<file path="config.mk">
export PLATFORM = sky130hd
export DESIGN_NAME = writeback_arbiter
export DESIGN_NICKNAME = d
export VERILOG_FILES = /design/src/rtl/writeback_arbiter.sv
export SDC_FILE = /design/constraint.sdc
export NUM_CORES = 1
export LEC_CHECK = 0
export BUFFER_PORTS_ARGS = -buffer_cell sky130_fd_sc_hd__buf_2
export CORE_MARGIN = 2
export CORE_UTILIZATION = 50
export CTS_BUF_LIST = sky130_fd_sc_hd__clkbuf_4 sky130_fd_sc_hd__clkbuf_8
export DETAILED_ROUTE_END_ITERATION = 8
export GPL_ROUTABILITY_DRIVEN = 0
export PLACE_DENSITY = 0.78
export SKIP_LAST_GASP = 1
export SLEW_MARGIN = 20
export SYNTH_ARGS = -nofsm -noshare
export SYNTH_HDL_FRONTEND = slang
export SYNTH_SLANG_ARGS = --single-unit
</file>
<file path="constraint.sdc">
create_clock -name clk -period 2.65 [get_ports clk]
set_clock_uncertainty 0.1 [all_clocks]
set_input_delay 0.1325 -clock clk [delete_from_list [all_inputs] [get_ports clk]]
set_output_delay 0.1325 -clock clk [all_outputs]
set_load 0.05 [all_outputs]
</file>
<file path="src/rtl/writeback_arbiter.sv">
// writeback_arbiter
// Owns the register file write port. Single-cycle ALU results and buffered
// long-latency results (load/mul/div) compete for one registered write per
// cycle. Long-latency results enter an in-order FIFO over valid/ready.
// Writes to x0 are dropped. If buffered results are bypassed by the ALU for
// STARVE_LIMIT consecutive cycles, alu_stall holds the ALU off for one cycle
// so that the FIFO head can drain.
//
// Ports:
//   clk, rst_n               clock, synchronous active-low reset
//   alu_valid/alu_rd/alu_data   ALU write request (no backpressure)
//   ll_valid/ll_ready/ll_rd/ll_data  long-latency result handshake
//   AD3/WE3/WD3              registered register-file write port
//   alu_stall                registered stall toward the pipeline
//   fifo_count               occupied FIFO entries
module writeback_arbiter #(
  parameter int unsigned ADDRESS_WIDTH = 5,
  parameter int unsigned DATA_WIDTH    = 32,
  parameter int unsigned FIFO_DEPTH    = 2,
  parameter int unsigned STARVE_LIMIT  = 4
) (
  input  logic                          clk,
  input  logic                          rst_n,
  input  logic                          alu_valid,
  input  logic [ADDRESS_WIDTH-1:0]      alu_rd,
  input  logic [DATA_WIDTH-1:0]         alu_data,
  input  logic                          ll_valid,
  output logic                          ll_ready,
  input  logic [ADDRESS_WIDTH-1:0]      ll_rd,
  input  logic [DATA_WIDTH-1:0]         ll_data,
  output logic [ADDRESS_WIDTH-1:0]      AD3,
  output logic                          WE3,
  output logic [DATA_WIDTH-1:0]         WD3,
  output logic                          alu_stall,
  output logic [$clog2(FIFO_DEPTH):0]   fifo_count
);

  localparam int unsigned PTR_W = $clog2(FIFO_DEPTH);
  localparam int unsigned CNT_W = PTR_W + 1;
  localparam int unsigned STV_W = $clog2(STARVE_LIMIT + 1);

  logic [ADDRESS_WIDTH-1:0] rd_mem_q   [FIFO_DEPTH];
  logic [DATA_WIDTH-1:0]    data_mem_q [FIFO_DEPTH];
  logic [PTR_W-1:0]         wr_ptr_q, wr_ptr_d;
  logic [PTR_W-1:0]         rd_ptr_q, rd_ptr_d;
  logic [CNT_W-1:0]         count_q, count_d;
  logic [STV_W-1:0]         starve_q, starve_d;
  logic                     stall_q, stall_d;
  logic                     we_q, we_d;
  logic [ADDRESS_WIDTH-1:0] ad_q, ad_d;
  logic [DATA_WIDTH-1:0]    wd_q, wd_d;

  logic fifo_empty, fifo_full, alu_req, push, pop, alu_win;

  always_comb begin
    fifo_empty = (count_q == '0);
    fifo_full  = (count_q == CNT_W'(FIFO_DEPTH));
    ll_ready   = rst_n && !fifo_full;
    alu_req    = alu_valid && (alu_rd != '0);
    // rd=0 results complete the handshake but are never stored.
    push       = ll_valid && ll_ready && (ll_rd != '0);
    // A stalled cycle always drains the head, dropping any ALU request.
    pop        = !fifo_empty && (stall_q || !alu_req);
    alu_win    = alu_req && !pop;
  end

  always_comb begin
    wr_ptr_d = push ? wr_ptr_q + PTR_W'(1) : wr_ptr_q;
    rd_ptr_d = pop  ? rd_ptr_q + PTR_W'(1) : rd_ptr_q;
    count_d  = count_q + CNT_W'(push) - CNT_W'(pop);

    starve_d = starve_q;
    if (pop || fifo_empty) begin
      starve_d = '0;
    end else if (alu_win && (starve_q != STV_W'(STARVE_LIMIT))) begin
      starve_d = starve_q + STV_W'(1);
    end
    stall_d = (starve_d == STV_W'(STARVE_LIMIT));

    we_d = pop || alu_win;
    ad_d = ad_q;
    wd_d = wd_q;
    if (pop) begin
      ad_d = rd_mem_q[rd_ptr_q];
      wd_d = data_mem_q[rd_ptr_q];
    end else if (alu_win) begin
      ad_d = alu_rd;
      wd_d = alu_data;
    end
  end

  always_ff @(posedge clk) begin
    if (!rst_n) begin
      wr_ptr_q <= '0;
      rd_ptr_q <= '0;
      count_q  <= '0;
      starve_q <= '0;
      stall_q  <= 1'b0;
      we_q     <= 1'b0;
      ad_q     <= '0;
      wd_q     <= '0;
    end else begin
      wr_ptr_q <= wr_ptr_d;
      rd_ptr_q <= rd_ptr_d;
      count_q  <= count_d;
      starve_q <= starve_d;
      stall_q  <= stall_d;
      we_q     <= we_d;
      ad_q     <= ad_d;
      wd_q     <= wd_d;
    end
  end

  // Storage needs no reset: entries are only read while counted as valid.
  always_ff @(posedge clk) begin
    if (push) begin
      rd_mem_q[wr_ptr_q]   <= ll_rd;
      data_mem_q[wr_ptr_q] <= ll_data;
    end
  end

  assign AD3        = ad_q;
  assign WE3        = we_q;
  assign WD3        = wd_q;
  assign alu_stall  = stall_q;
  assign fifo_count = count_q;

endmodule
</file>
==> metrics.md <==
| Metric | Value |
|---|---|
| Result of the run | `finished, final reports clean` |
| Time the worst path needs with I/O delays and setup | `~2300 ps` |
| Sequential-to-total area share from yosys stat | `about three fifths` |
| Highest net fanout along the worst path | `34` |
| HPWL Detailed | `7590 um` |
| Drt initial violations | `186` |
| Utilization after layout | `a little under three quarters` |
| Number of distinct library cells after synthesis | `39` |
| Total design power | `6120 uW` |
| Mapped Avg Cell Area | `roughly 13 um2` |
| Final worst-path setup slack | `326 ps` |
| DRC errors left | `0` |
| Depth of the most critical reg-to-reg path | `9` |
| Total detailed-routing wirelength | `12600 um` |
| Tot GR Track Use | `between 20% and 30%` |
| Busiest metal layer after global routing | `met2` |
| Diode count | `0` |
| Net count of the finished layout | `660` |
| Synth Net Count | `464` |
| Mean number of vias per cell | `5.46` |
| # H-tree levels | `4` |
| Clk Latency, worst-skew pair | `420 ps` |
| Remaining max-slew budget at the tightest pin | `a little under two fifths` |
| Worst Hold Class | `in2reg` |
| Unrepaired setup endpoints after global routing | `no` |
| Met2 Use GR | `between 40 and 50%` |
| Fin Setup TNS | `0 ps` |
| Flop and latch count out of synthesis | `approximately 120` |
| Pwr Density | `875 nW/um2` |
| Post-CTS Setup Inserts | `0` |
| Worst Setup Path Type | `in2reg` |
| Core Rows | `36` |
| Maximum VDD drop | `0.486 mV` |
| First-pass DRT Iterations | `4` |
| Number of filler cells placed in the layout | `between 600 and 700` |
| Static Leak | `0.00262 uW` |
| R2r startpoint | `fifo_count[0]$_SDFF_PN0_` |
| Number of buffers on the longest clock path | `2` |
| Setup crit end kind | `flip-flop` |
| Synthesis Warnings | `0` |
| Antenna violations before repair | `0` |
| Post-Syn Area | `5120 um2` |
| Maximum number of pins on one net before global-route repair | `70` |
| Clock root cell | `clkbuf_8` |
| Hold Path Depth | `3` |
| Clock-pin slew on the worst setup and hold paths | `80 ps` |
| Worst Max-Slew Pin Slew | `934 ps` |
| DIE AREA | `11100 um2` |
| Number of antenna-violating nets in the routed design | `0` |
| Cells after synthesis | `382` |
| Die Height | `105 um` |
| Final worst path period share | `between 80% and 90%` |
| Core Area | `9860 um2` |
| Setup-failing EPs final | `0` |
| Crit path required time | `2840 ps` |
| Max Freq | `430 MHz` |
| Number of clock buffers inserted by TritonCTS | `17` |
| Ranking of synthesized cells by area | `edfxtp_1, dfxtp_1, a2111oi_2, o32ai_1, nor2b_1` |
| I/O pin total | `120` |
| Crit path DAT | `between 2000 and 3000 ps` |
| Switching power | `~2500 uW` |
| Pre-CTS setup slack | `489 ps` |
| Reg-to-reg setup timing slack | `580 ps` |
| Hold violation count in the final report | `0` |
| Hold path endpoint | `starve_q[1]$_SDFF_PN0_` |
| TritonCTS clock tree | `yes` |
| Sequential power share | `40.6%` |
| Met1 track demand over resource | `between 20% and 30%` |
| Cell total after placement | `between 600 and 700` |
| Via count | `3953` |
| Kind of start point of the critical path | `input pin` |
| Internal | `3630 uW` |
| Total global routing overflow | `0` |
| Final Instance Count excl. Fillers | `around 720` |
| Die width | `105 um` |
| Area share of the largest cell type after synthesis | `43.4%` |
| Max cap viols | `0` |
| Via count of the first global-routing pass | `4256` |
| First-pass GRT wire length | `20700 um` |
| Share of total power in the clock network | `23.8%` |
| Hold path start | `alu_valid` |
| Cell breakdown of the critical path | `dlygate4sd3_1 > buf_2 > or3_1 > o211a_4 > buf_4 > a2111oi_0 > o32ai_1` |
| P&R area growth vs syn | `36.7%` |
| Starting density of the core | `between 50% and 60%` |
| IO Port Bufs | `119` |
| Biggest cell delay along the critical path | `530 ps` |
| Post-DR wirelength/cell | `roughly 17 um` |
| Cell with the biggest individual delay on the critical path | `dlygate4sd3_1` |
| Post-synth top area cell | `edfxtp_1` |
| Proportion of layout cells with a drive suffix above 1 | `a little over a third` |
| Logic pwr share | `35.6%` |
| Sinks on the clock net | `121` |
| Met3 layer usage reported by global route | `4.49%` |
| Critical register-to-register path endpoint | `fifo_count[1]$_SDFF_PN0_` |
| Pins Over Slew Limit | `0` |
| Switching share of total power | `40.7%` |
==> stage by stage <==
stage               area, um2  hold WS [ps]
floorplan                5140           131
global placement         5880           222
detailed placement       5880           224
CTS                      6990          4.22
global route             6990          47.8
finish                   6990          34.2
==> synth_stat cells <==
cell type,count
a2111oi_0,4
a2111oi_2,25
a2111oi_4,3
a21oi_1,37
a311oi_1,1
a31o_2,1
a31oi_1,5
and2_1,1
and3_1,1
buf_1,1
buf_2,9
buf_6,6
clkbuf_1,12
clkinv_1,1
dfxtp_1,47
edfxtp_1,74
ha_1,4
inv_1,40
mux2i_1,6
nand2_1,4
nand3_1,2
nand4_1,1
nor2_1,6
nor2_2,1
nor2b_1,34
nor3_1,2
o2111ai_1,2
o211a_4,1
o211ai_4,1
o21a_1,2
o21ai_0,3
o21ai_2,1
o221a_2,5
o32ai_1,29
o32ai_2,3
or2_2,2
or3_1,2
xnor2_1,2
xor2_1,1
==> how the worst max path moves through the flow <==
stage / from / endpoint / cells past startpoint
after floorplan: fifo_count[0]$_SDFF_PN0_ / data_mem_q[1][0]$_DFFE_PP_ / 4
final: alu_rd[1] / WD3[22]$_SDFFE_PN0P_ / 7
after CTS: alu_rd[1] / WD3[22]$_SDFFE_PN0P_ / 7
after global placement: alu_rd[1] / fifo_count[1]$_SDFF_PN0_ / 10
after global routing: alu_rd[1] / WD3[22]$_SDFFE_PN0P_ / 7
after detailed placement: alu_rd[1] / WD3[22]$_SDFFE_PN0P_ / 6
==> power groups by stage <==
| stage | logic (uW) | registers (uW) | clock network, uW |
|---|---|---|---|
| after floorplan | 1080 | 2970 | 0 |
| after global placement | 2020 | 2510 | 0 |
| after detailed placement | 2070 | 2530 | 0 |
| after CTS | 2160 | 2490 | 1490 |
| after global routing | 2310 | 2530 | 1570 |
| final | 2180 | 2490 | 1460 |
==> worst max-delay path, delay by kind of cell <==
kind / cells / cell delay [ps]
buf+inv: 3 / 960
compound gates: 3 / 880
simple gates: 1 / 510
==> cell usage in the layout, fill, tap and decap left out, types with 3 or more instances in the layout <==
master / count
a21oi_1: 36
buf_2: 119
o21ai_0: 3
inv_6: 4
a2111oi_0: 4
clkbuf_8: 17
a31oi_1: 5
mux2i_1: 6
buf_4: 6
nor2_1: 5
nand2_1: 4
dfxtp_1: 46
ha_1: 4
a2111oi_2: 25
nor2b_1: 34
clkinv_4: 3
o221a_2: 5
o32ai_1: 29
clkinv_2: 3
clkinvlp_4: 3
inv_1: 39
a2111oi_4: 3
dlygate4sd3_1: 76
o32ai_2: 3
buf_12: 4
edfxtp_1: 74
==> timing repair <==
action                    in CTS  in global routing
hold buffers                  76                  0
resized for setup              0                  0
hold endpoints to repair     113                  0
==> kinds of logic after synthesis <==
family,share of synthesized area (%)
buffers and inverters,6.16
AOI/OAI and AO/OA,23.1
DFF,61.8
muxes,1.17
xor gates and xnor gates,0.514
and+or+nand+nor,6.26
adders and majority gates,0.978
==> flip-flops by register name, indices dropped and copies added, names as in the netlist, named ones only <==
signal,cells
AD3,5
WD3,32
WE3,1
alu_stall,1
data_mem_q,64
fifo_count,2
rd_mem_q,10
rd_ptr_q,1
starve_q,3
wr_ptr_q,1
==> layer usage <==
metal  wire, um  up-vias  share of wire [%]
met1       4920     1909                 39
met4        174        0                1.4
met3        824       17                6.5
met2       6710      153                 53
li1           -     1874                  -
met5          0        -                  0
==> final cells by class <==
cell class	instances	area [um2]	share of cell area [%]
multi-input combinational	192	1670	23.9
sequential	121	3170	45.3
clock buffer	17	234	3.35
timing repair buffer	205	1480	21.2
inverter	41	158	2.25
tap	133	166	2.38
clock inverter	15	118	1.68
No activity file was read; power rests on OpenSTA's default activity.
